### config.mk
export PLATFORM = sky130hd
export DESIGN_NAME = vram_arbiter_flat
export DESIGN_NICKNAME = d
export VERILOG_FILES = /design/src/rtl/vram_arbiter_if.sv /design/src/rtl/vram_arbiter.sv /design/src/flat_wrapper.sv
export SDC_FILE = /design/constraint.sdc
export NUM_CORES = 1
export LEC_CHECK = 0
export CAP_MARGIN = 20
export CORE_AREA = 5 5 91 93
export DETAILED_ROUTE_END_ITERATION = 8
export DIE_AREA = 0 0 96 98
export DONT_BUFFER_PORTS = 1
export GPL_TIMING_DRIVEN = 0
export HOLD_SLACK_MARGIN = 0.15
export PLACE_DENSITY = 0.69
export SYNTH_ARGS = -nofsm -noshare
export SYNTH_HDL_FRONTEND = slang
export SYNTH_SLANG_ARGS = --single-unit
export TNS_END_PERCENT = 1
### constraint.sdc
create_clock -name clk -period 6.1 [get_ports clk]
set_input_delay 0 -clock clk [delete_from_list [all_inputs] [get_ports clk]]
set_output_delay 0 -clock clk [all_outputs]
set_load 0.01 [all_outputs]
### src/rtl/vram_arbiter_if.sv
// Bus bundle for the pixel RAM arbiter: PPU read port, CPU read/write port,
// external RAM pins and the PPU miss counter. The slave modport is the
// arbiter's view; the master modport is the surrounding system's view.
interface vram_arbiter_if #(
  parameter int ADDR_W = 20,
  parameter int DATA_W = 32
);
  // PPU (display fetch) read-only port
  logic              ppu_req;
  logic [ADDR_W-1:0] ppu_addr;
  logic              ppu_gnt;
  logic              ppu_rvalid;
  logic [DATA_W-1:0] ppu_rdata;

  // CPU read/write port
  logic              cpu_req;
  logic              cpu_we;
  logic [ADDR_W-1:0] cpu_addr;
  logic [DATA_W-1:0] cpu_wdata;
  logic              cpu_gnt;
  logic              cpu_rvalid;
  logic [DATA_W-1:0] cpu_rdata;

  // External RAM pins
  logic [ADDR_W-1:0] mem_addr;
  logic [DATA_W-1:0] mem_wdata;
  logic              mem_read;
  logic              mem_write;
  logic [DATA_W-1:0] mem_rdata;

  // Status
  logic [15:0]       ppu_miss_cnt;

  modport slave (
    input  ppu_req, ppu_addr, cpu_req, cpu_we, cpu_addr, cpu_wdata, mem_rdata,
    output ppu_gnt, ppu_rvalid, ppu_rdata, cpu_gnt, cpu_rvalid, cpu_rdata,
           mem_addr, mem_wdata, mem_read, mem_write, ppu_miss_cnt
  );

  modport master (
    output ppu_req, ppu_addr, cpu_req, cpu_we, cpu_addr, cpu_wdata, mem_rdata,
    input  ppu_gnt, ppu_rvalid, ppu_rdata, cpu_gnt, cpu_rvalid, cpu_rdata,
           mem_addr, mem_wdata, mem_read, mem_write, ppu_miss_cnt
  );
endinterface

### src/rtl/vram_arbiter.sv
// Pixel RAM arbiter: PPU has fixed priority over the CPU, except that a CPU
// denied STARVE_LIMIT consecutive cycles is forced through. One grant per
// cycle; commands are registered toward the RAM and read data returns two
// cycles after the grant, steered by a one-bit owner tag.
module vram_arbiter #(
  parameter int ADDR_W       = 20,
  parameter int DATA_W       = 32,
  parameter int STARVE_LIMIT = 8
) (
  input  logic           clk,
  input  logic           reset,
  vram_arbiter_if.slave  bus
);

  logic [7:0]        starve_cnt_reg;
  logic [15:0]       ppu_miss_cnt_reg;
  logic [ADDR_W-1:0] mem_addr_reg;
  logic [DATA_W-1:0] mem_wdata_reg;
  logic              mem_read_reg;
  logic              mem_write_reg;
  logic              tag_cpu_reg;     // owner of the read currently on the RAM pins
  logic              ppu_rvalid_reg;
  logic              cpu_rvalid_reg;

  logic              force_cpu;
  logic              ppu_gnt_next;
  logic              cpu_gnt_next;

  // Arbitration: a starved CPU overrides the PPU, otherwise PPU first.
  always_comb begin
    force_cpu    = bus.cpu_req && (starve_cnt_reg == 8'(STARVE_LIMIT));
    ppu_gnt_next = bus.ppu_req && !force_cpu;
    cpu_gnt_next = bus.cpu_req && (force_cpu || !bus.ppu_req);
  end

  // Starvation and PPU miss bookkeeping.
  always_ff @(posedge clk) begin
    if (reset) begin
      starve_cnt_reg   <= '0;
      ppu_miss_cnt_reg <= '0;
    end else begin
      if (cpu_gnt_next || !bus.cpu_req)
        starve_cnt_reg <= '0;
      else if (starve_cnt_reg != 8'(STARVE_LIMIT))
        starve_cnt_reg <= starve_cnt_reg + 8'd1;
      if (bus.ppu_req && !ppu_gnt_next && (ppu_miss_cnt_reg != 16'hFFFF))
        ppu_miss_cnt_reg <= ppu_miss_cnt_reg + 16'd1;
    end
  end

  // Command stage: register the granted request onto the RAM pins.
  always_ff @(posedge clk) begin
    if (reset) begin
      mem_addr_reg  <= '0;
      mem_wdata_reg <= '0;
      mem_read_reg  <= 1'b0;
      mem_write_reg <= 1'b0;
      tag_cpu_reg   <= 1'b0;
    end else begin
      mem_read_reg  <= ppu_gnt_next || (cpu_gnt_next && !bus.cpu_we);
      mem_write_reg <= cpu_gnt_next && bus.cpu_we;
      tag_cpu_reg   <= cpu_gnt_next;
      if (ppu_gnt_next) begin
        mem_addr_reg <= bus.ppu_addr;
      end else if (cpu_gnt_next) begin
        mem_addr_reg <= bus.cpu_addr;
        if (bus.cpu_we)
          mem_wdata_reg <= bus.cpu_wdata;
      end
    end
  end

  // Response stage: one rvalid pulse to the owner of each issued read.
  always_ff @(posedge clk) begin
    if (reset) begin
      ppu_rvalid_reg <= 1'b0;
      cpu_rvalid_reg <= 1'b0;
    end else begin
      ppu_rvalid_reg <= mem_read_reg && !tag_cpu_reg;
      cpu_rvalid_reg <= mem_read_reg && tag_cpu_reg;
    end
  end

  assign bus.ppu_gnt      = ppu_gnt_next;
  assign bus.cpu_gnt      = cpu_gnt_next;
  assign bus.mem_addr     = mem_addr_reg;
  assign bus.mem_wdata    = mem_wdata_reg;
  assign bus.mem_read     = mem_read_reg;
  assign bus.mem_write    = mem_write_reg;
  assign bus.ppu_rvalid   = ppu_rvalid_reg;
  assign bus.cpu_rvalid   = cpu_rvalid_reg;
  assign bus.ppu_rdata    = bus.mem_rdata;
  assign bus.cpu_rdata    = bus.mem_rdata;
  assign bus.ppu_miss_cnt = ppu_miss_cnt_reg;

endmodule

### src/flat_wrapper.sv
// flat-port wrapper written by rule: the top's interface ports become plain ports
module vram_arbiter_flat 
#(
  parameter int ADDR_W       = 20,
  parameter int DATA_W       = 32,
  parameter int STARVE_LIMIT = 8
)
  (clk, reset, bus_ppu_req, bus_ppu_addr, bus_cpu_req, bus_cpu_we, bus_cpu_addr, bus_cpu_wdata, bus_mem_rdata, bus_ppu_gnt, bus_ppu_rvalid, bus_ppu_rdata, bus_cpu_gnt, bus_cpu_rvalid, bus_cpu_rdata, bus_mem_addr, bus_mem_wdata, bus_mem_read, bus_mem_write, bus_ppu_miss_cnt);
  vram_arbiter_if #(.ADDR_W(ADDR_W), .DATA_W(DATA_W)) bus_i ();
  input  logic clk;
  input  logic reset;
  input wire logic [$bits(bus_i.ppu_req)-1:0] bus_ppu_req;
  input wire logic [$bits(bus_i.ppu_addr)-1:0] bus_ppu_addr;
  input wire logic [$bits(bus_i.cpu_req)-1:0] bus_cpu_req;
  input wire logic [$bits(bus_i.cpu_we)-1:0] bus_cpu_we;
  input wire logic [$bits(bus_i.cpu_addr)-1:0] bus_cpu_addr;
  input wire logic [$bits(bus_i.cpu_wdata)-1:0] bus_cpu_wdata;
  input wire logic [$bits(bus_i.mem_rdata)-1:0] bus_mem_rdata;
  output wire logic [$bits(bus_i.ppu_gnt)-1:0] bus_ppu_gnt;
  output wire logic [$bits(bus_i.ppu_rvalid)-1:0] bus_ppu_rvalid;
  output wire logic [$bits(bus_i.ppu_rdata)-1:0] bus_ppu_rdata;
  output wire logic [$bits(bus_i.cpu_gnt)-1:0] bus_cpu_gnt;
  output wire logic [$bits(bus_i.cpu_rvalid)-1:0] bus_cpu_rvalid;
  output wire logic [$bits(bus_i.cpu_rdata)-1:0] bus_cpu_rdata;
  output wire logic [$bits(bus_i.mem_addr)-1:0] bus_mem_addr;
  output wire logic [$bits(bus_i.mem_wdata)-1:0] bus_mem_wdata;
  output wire logic [$bits(bus_i.mem_read)-1:0] bus_mem_read;
  output wire logic [$bits(bus_i.mem_write)-1:0] bus_mem_write;
  output wire logic [$bits(bus_i.ppu_miss_cnt)-1:0] bus_ppu_miss_cnt;
  assign bus_i.ppu_req = bus_ppu_req;
  assign bus_i.ppu_addr = bus_ppu_addr;
  assign bus_i.cpu_req = bus_cpu_req;
  assign bus_i.cpu_we = bus_cpu_we;
  assign bus_i.cpu_addr = bus_cpu_addr;
  assign bus_i.cpu_wdata = bus_cpu_wdata;
  assign bus_i.mem_rdata = bus_mem_rdata;
  assign bus_ppu_gnt = bus_i.ppu_gnt;
  assign bus_ppu_rvalid = bus_i.ppu_rvalid;
  assign bus_ppu_rdata = bus_i.ppu_rdata;
  assign bus_cpu_gnt = bus_i.cpu_gnt;
  assign bus_cpu_rvalid = bus_i.cpu_rvalid;
  assign bus_cpu_rdata = bus_i.cpu_rdata;
  assign bus_mem_addr = bus_i.mem_addr;
  assign bus_mem_wdata = bus_i.mem_wdata;
  assign bus_mem_read = bus_i.mem_read;
  assign bus_mem_write = bus_i.mem_write;
  assign bus_ppu_miss_cnt = bus_i.ppu_miss_cnt;
  vram_arbiter #(.ADDR_W(ADDR_W), .DATA_W(DATA_W), .STARVE_LIMIT(STARVE_LIMIT)) u_core (.clk(clk), .reset(reset), .bus(bus_i));
endmodule
==> metrics.txt, run 1 <==
Yosys top cell by area=dfxtp_1; cells after synthesis=~460; XOR/XNOR Fraction of Synth Area=under 10%; CTS buffer count=9; syn_area_per_cell=around 8.6 um^2; status=did not finish; number of synthesized flops with an enable pin=0; mux contribution to synthesized area=about 5.9%; Seq/Total Area, Yosys=between 40% and 50%; Ys Warns=0; predominant post-synthesis flop cell=dfxtp_1; post-synthesis compound-gate area fraction=16.7%; number of synthesized register bits=a little over 80; synthesized area=about 0.0039 mm^2; largest family of logic cells by synthesized area=simple AND/OR/NAND/NOR gates; io pins=roughly 250; Synth Area in Simple Gates=between 10% and 20%; top post-synthesis cells by area=dfxtp_1 (41%), buf_4 (12%), a21oi_1 (5.9%); cts repair resizes=0; Post-Synth Adder-Cell Area=0.955%; CTS sink cnt=roughly 80; die width=around 96 um; Async S/R FF share, synth=0%; CTS H-tree depth=3; syn_nets=~570; CTS Hold Bufs=116; Run Error=[ERROR RSZ-0060] Max buffer count reached.; HPWL Detailed=between 7 and 8 mm; Fail Step=clock tree synthesis; Synth top area share=just over 40%; row count=32; library cells used by synthesis=38; Post-CTS Setup Bufs=0; die height=98 um; routability cong.=between 0.8 and 0.9; clk root buf=clkbuf_8; Max clock buf depth=2; count leader, synth=dfxtp_1; number of port buffers=0; Synth top cells by count=dfxtp_1 (81), buf_4 (64), a21oi_1 (46); Initial Util=52.8%; DP Worst Slack=3.64 ns
-- stage by stage --
stage                     instances  instance area [um^2]  util, %
after detailed placement        561                  4060     54.5
after global placement          561                  4060     54.5
after floorplan                 459                  3930        -
-- cell families after synthesis --
logic type / Yosys count
flops: 81
simple gates: 131
compound gates: 115
xor+xnor: 6
mux: 23
buf+inv: 100
fa+ha+maj: 3
==> run 2: changes to the inputs <==
- CORE_AREA: 5 5 91 93 -> default
- CORE_MARGIN: default -> 5
- CORE_UTILIZATION: default -> 40
- DIE_AREA: 0 0 96 98 -> default
- HOLD_SLACK_MARGIN: 0.15 -> default
- PLACE_DENSITY: 0.69 -> default
- PLACE_DENSITY_LB_ADDON: default -> 0.15
==> metrics.txt, run 2 <==
final period utilization=50.5%; Worst Path Required=between 6 and 7 ns; Routed Antenna Nets=0; n_diodes=0; most frequent cells in the layout=dfxtp_1 (81), dlygate4sd3_1 (79), buf_4 (64); status=finished clean (was did not finish); min cycle time layout=approximately 3 ns; DRC Markers=0; HPWL Detailed=8.28 mm (was 7.99 mm); Total GRT Usage=a little under a fifth; library cells used by synthesis=38 (unchanged); PwrDens=231 mW/mm^2; cells after synthesis=459 (unchanged); Placed Area=0.00410 mm^2 (was 0.00406 mm^2); Synth top cells by count=dfxtp_1 (81), buf_4 (64), a21oi_1 (46) (unchanged); Max-Cap Viols=0; Core Area=0.00968 mm^2; number of synthesized register bits=81 (unchanged); CTS buffer count=9 (unchanged); area of the die=around 0.012 mm^2; number of port buffers=0 (unchanged); initial antenna violation count=0; R2R depth=8; Worst EP arrival=roughly 3.4 ns; Critical Path Fanout Max=10; die width=109 um (was 96 um); most common cell after layout, fill and taps aside=dfxtp_1; DRT Pass-1 Iters=4; total leakage power=between 1.5 and 2 nW; Worst slew margin=52.1%; crit path launch=u_core.starve_cnt_reg[0]; Post-CTS Setup Bufs=0 (unchanged); first-pass GRT wire length=roughly 18 mm; CTS tree=yes; WL final=approximately 12 mm; critical path startpoint category=flop; clk root buf=clkbuf_8 (unchanged); Max Clk Rate=between 300 and 400 MHz; Detailed Route Iter0 Violations=163; top post-synthesis cells by area=dfxtp_1 (41%), buf_4 (12%), a21oi_1 (5.9%) (unchanged); Setup Viol. Count Final=0; Ys Warns=0 (unchanged); RSZ-0062 raised after global routing=false; final instance area=slightly above 0.005 mm^2; Async S/R FF share, synth=0% (unchanged); Worst Hold Class=in2reg; largest net degree at the start of global routing=17; area of the multi-input gates=0.00170 mm^2; Worst-Skew Late Latency=about 0.35 ns; CTS sink cnt=81 (unchanged); vias in the first global route=approximately 3600; Final Max Tran Viols=0; count leader, synth=dfxtp_1 (unchanged); Worst R2R Start=u_core.starve_cnt_reg[0]; syn_area_per_cell=8.57 um^2 (unchanged); syn_nets=571 (unchanged); Seq/Total Area, Yosys=41.2% (unchanged); io pins=247 (unchanged); row count=36 (was 32); Register Area=0.00162 mm^2; setup_tns=0 ns; reg2reg end=u_core.bus.mem_addr[18]; skew final=0.0137 ns; number of flip-flops in the largest register=32; Final #Nets=approximately 660; CP max stage cell=dlygate4sd3_1; Fillers=about 920; critical path class=reg2reg; crit path cell chain=inv_1, ha_1, or4b_4, o21ai_1, clkbuf_1, nor2_1, a211oi_1, dlygate4sd3_1; Peak VDD IR=approximately 0.13 mV; Synth top area share=41.2% (unchanged); Max clock buf depth=2 (unchanged); routability cong.=0.811 (was 0.838); delay of the slowest cell on the worst path=around 0.58 ns; vias after detailed routing=approximately 3700; Initial Util=40.6% (was 52.8%); Hold Path Stages=3; Slew @ Worst Pin=roughly 0.72 ns; Fin. Hold Viols=0; min-delay src=bus_ppu_req; die height=109 um (was 98 um); Yosys top cell by area=dfxtp_1 (unchanged); r2r setup slk=around 3 ns; Clk pin slew, worst setup/hold paths=approximately 0.09 ns; CTS H-tree depth=3 (unchanged); critical path endpoint category=flop; aggregate global routing overflow=0; predominant post-synthesis flop cell=dfxtp_1 (unchanged); Worst Hold End=u_core.bus.ppu_miss_cnt[10]; layout cell share with drive strength beyond 1=15.7%; synthesized area=0.00393 mm^2 (unchanged); post-DR wirelength/cell=around 17 um; routed vias/inst=~5.4; Layout area overhead=30.2%; number of synthesized flops with an enable pin=0 (unchanged)
-- run 2: where the power goes --
| part | switching [mW] | internal, mW |
|---|---|---|
| clock | 0.213 | 0.239 |
| combinational | 0.0747 | 0.0864 |
| sequential | 0.0225 | 0.547 |
-- run 2: worst max-delay path, delay by kind of cell (launching register included) --
family	cells	cell delay [ns]
AO/OA/AOI/OAI	2	0.82
adder cells (fa/ha/maj)	1	0.16
buffers and inverters	3	1.10
flip-flops	1	0.36
AND/OR/NAND/NOR	2	0.60
-- run 2: worst max-delay path by stage --
stage,end,slack (ns),cells after the start
after floorplan,u_core.bus.ppu_miss_cnt[9],3.89,6
after global placement,u_core.bus.ppu_miss_cnt[1],3.62,7
after detailed placement,u_core.bus.ppu_miss_cnt[1],3.59,7
after CTS,u_core.bus.mem_addr[7],3.06,8
after global routing,u_core.bus.mem_addr[18],2.81,8
final,u_core.bus.mem_addr[18],3.02,8
-- run 2: routing by layer --
metal / routed length [um] / global-route usage (%) / vias up / part of all wire [%]
met5: 0 / 0 / - / 0
met4: 168 / 4.96 / 0 / 1.4
met3: 1390 / 8.41 / 17 / 12
met2: 5800 / 31.6 / 192 / 50
met1: 4270 / 21.1 / 1715 / 37
li1: - / - / 1757 / -
-- run 2: cell type report --
cell class              instances  area share, %
plain buffers                  95           11.7
inverters                       5          0.367
well taps                     133           3.25
clock inverters                 7           2.08
clock buffers                   9           2.42
flip-flops and latches         81           31.7
repair buffers                 79           15.4
multi-input cells             278           33.1
-- run 2: logic make-up (layout without fill, tap and decap cells) --
logic type	after synthesis	in the layout	share of synthesized area, %
simple gates	131	131	18.2
compound gates	115	115	16.7
buf+inv	100	195	15.7
flops	81	81	41.2
mux	23	23	5.95
xor+xnor	6	6	1.34
fa+ha+maj	3	3	0.955
-- run 2: metrics by stage --
step	total power, mW	setup slack, ns	util [%]	hold slack (ns)	std cells
global route	1.24	2.81	52.9	0.0374	687
detailed placement	0.698	3.59	42.3	0.0943	592
floorplan	0.674	3.89	-	0.0918	459
finish	1.18	3.02	52.9	0.0221	687
global placement	0.697	3.62	42.3	0.0954	592
CTS	1.19	3.06	52.9	0.00265	687
-- run 2: timing repair --
item	CTS	global route
hold endpoints to repair	57	0
gates resized for setup	0	0
hold buffers	79	0
Note: power is estimated with default switching activity, not from simulation.
==> run 3: changes to the inputs <==
- clock period: 6.1 -> 2.6 ns (I/O delays scaled with it)
==> metrics.txt, run 3 (same netlist as run 2, synthesis figures left out) <==
Slew @ Worst Pin=0.696 ns (was 0.719 ns); first-pass GRT wire length=18.2 mm (was 17.7 mm); Max Clk Rate=between 300 and 400 MHz; WL final=11.9 mm (was 11.6 mm); Total GRT Usage=19.2% (was 18.6%); HPWL Detailed=8.28 mm (unchanged); routed vias/inst=5.37 (was 5.36); sw power=0.737 mW (was 0.310 mW); CTS buffer count=9 (unchanged); CTS H-tree depth=3 (unchanged); skew final=0.0139 ns (was 0.0137 ns); Initial Util=40.6% (unchanged); highest routed metal layer=met4 (unchanged); critical path class=reg2out (was reg2reg); CTS tree=yes (unchanged); Worst-Skew Late Latency=0.36 ns (was 0.35 ns); Reg power frac=48.1% (about the same); DRT Pass-1 Iters=4 (unchanged); die height=109 um (unchanged); CTS sink cnt=81 (unchanged); layout cell share with drive strength beyond 1=16.4% (was 15.7%); Setup Viol. Count Final=0 (unchanged); Worst slew margin=53.6% (was 52.1%); Metal-1 WL=4.39 mm (was 4.27 mm); largest net degree at the start of global routing=17 (unchanged); fin util=53.2% (was 52.9%); Detailed Route Iter0 Violations=222 (was 163); Met2 Routed Length=5.96 mm (was 5.80 mm); die width=109 um (unchanged); Clk pin slew, worst setup/hold paths=0.09 ns (about the same); vias after detailed routing=3706 (was 3681); critical path startpoint category=flop (unchanged); crit path cell chain=inv_1, ha_1, or4b_4, o21ai_2, clkbuf_1, and2_1 (was inv_1, ha_1, or4b_4, o21ai_1, clkbuf_1, nor2_1, a211oi_1, dlygate4sd3_1); met3 wire len=1.35 mm (was 1.39 mm); number of flip-flops in the largest register=32 (unchanged); final period utilization=97.1%; Max clock buf depth=2 (unchanged); total leakage power=1.95 nW (was 1.96 nW); number of port buffers=0 (unchanged); RSZ-0062 raised after global routing=true (was false); delay of the slowest cell on the worst path=0.50 ns (was 0.58 ns); vias in the first global route=3701 (was 3611); routability cong.=0.811 (unchanged); area of the die=0.0119 mm^2 (unchanged); Core Area=0.00968 mm^2 (unchanged); Post-CTS Setup Bufs=0 (unchanged); most frequent cells in the layout=dlygate4sd3_1 (81), dfxtp_1 (81), buf_4 (64) (was dfxtp_1 (81), dlygate4sd3_1 (79), buf_4 (64)); Worst Path Required=2.60 ns (was 6.40 ns); Peak VDD IR=0.315 mV (was 0.135 mV); Worst Hold Class=in2reg (unchanged); clock share of power=38.4% (was 38.2%); row count=36 (unchanged); DRC Markers=0 (unchanged); aggregate global routing overflow=0 (unchanged); initial antenna violation count=0 (unchanged); Layout area overhead=31.1% (was 30.2%); Routed Antenna Nets=0 (unchanged); Switching Share=26.5% (was 26.2%); PwrDens=540 mW/mm^2 (was 231 mW/mm^2); dpl cells=592 (unchanged); Fin. Hold Viols=0 (unchanged); min cycle time layout=approximately 2.5 ns; Max-Cap Viols=0 (unchanged); critical path endpoint category=output pin (was flop); Final #Nets=663 (was 661); combinational power share=13.5% (was 13.6%); CP max stage cell=or4b_4 (was dlygate4sd3_1); Worst EP arrival=2.53 ns (was 3.38 ns); Critical Path Fanout Max=10 (unchanged); Int Pwr=2.04 mW (was 0.873 mW); Final Max Tran Viols=0 (unchanged); post-DR wirelength/cell=17.3 um (was 16.9 um); io pins=247 (unchanged); clk root buf=clkbuf_8 (unchanged); Layout Cells excl Fill=690 (was 687); status=finished clean (unchanged)
==> run 3: timing repair <==
action	4_1_cts	5_1_grt
gates resized for setup	1	6
hold endpoints to repair	57	0
hold buffers	81	0
setup endpoints to repair	2	13
==> run 3: per-layer routing <==
layer	up-vias	GRT usage (%)
met5	-	0
met4	0	5.86
met3	21	8.29
met2	189	32.8
met1	1737	21.6
li1	1759	-
==> run 3: path summary, 6_finish.rpt <==
check / startpoint / end / slack [ns] / depth (start not counted)
max reg2reg: u_core.starve_cnt_reg[0] / u_core.bus.mem_addr[11] / 0.16 / 7
min reg2reg: u_core.tag_cpu_reg / u_core.bus.ppu_rvalid / 0.42 / 1
min: bus_ppu_req / u_core.bus.ppu_miss_cnt[10] / 0.02 / 3
max: u_core.starve_cnt_reg[0] / bus_cpu_gnt / 0.07 / 6
==> run 3: final cells by class <==
| type | count | area, um^2 |
|---|---|---|
| Clock buffer | 9 | 124 |
| Antenna cell | 1 | 2.50 |
| Buffer | 95 | 599 |
| Clock inverter | 7 | 106 |
| Fill cell | 905 | 4530 |
| Inverter | 5 | 18.8 |
| Tap cell | 133 | 166 |
| Multi-Input combinational cell | 278 | 1710 |
| Timing Repair Buffer | 81 | 811 |
| Sequential cell | 81 | 1620 |
==> run 3: through the flow <==
| step | worst slack [ns] | total power [mW] | area (um^2) | TNS [ns] | hold slack, ns |
|---|---|---|---|---|---|
| finish | 0.0747 | 2.78 | 5150 | 0 | 0.0200 |
| global route | -0.0453 | 2.90 | 5150 | -0.0821 | 0.0377 |
| CTS | 0.0621 | 2.80 | 5140 | 0 | 0.00274 |
| detailed placement | 0.0924 | 1.64 | 4100 | 0 | 0.0943 |
| global placement | 0.117 | 1.63 | 4100 | 0 | 0.0954 |
| floorplan | 0.385 | 1.58 | 3930 | 0 | 0.0918 |
==> run 3: power groups by stage <==
stage | sequential (mW) | combinational [mW] | clock (mW)
CTS | 1.34 | 0.373 | 1.09
detailed placement | 1.37 | 0.273 | 0
finish | 1.34 | 0.376 | 1.07
global route | 1.34 | 0.412 | 1.15
global placement | 1.37 | 0.269 | 0
floorplan | 1.35 | 0.228 | 0
==> run 3: worst max-delay path, delay by kind of cell (launching register included) <==
family / cells / cell delay (ns)
fa+ha+maj: 1 / 0.16
compound gates: 1 / 0.39
simple gates: 2 / 0.76
buf+inv: 2 / 0.51
flops: 1 / 0.36
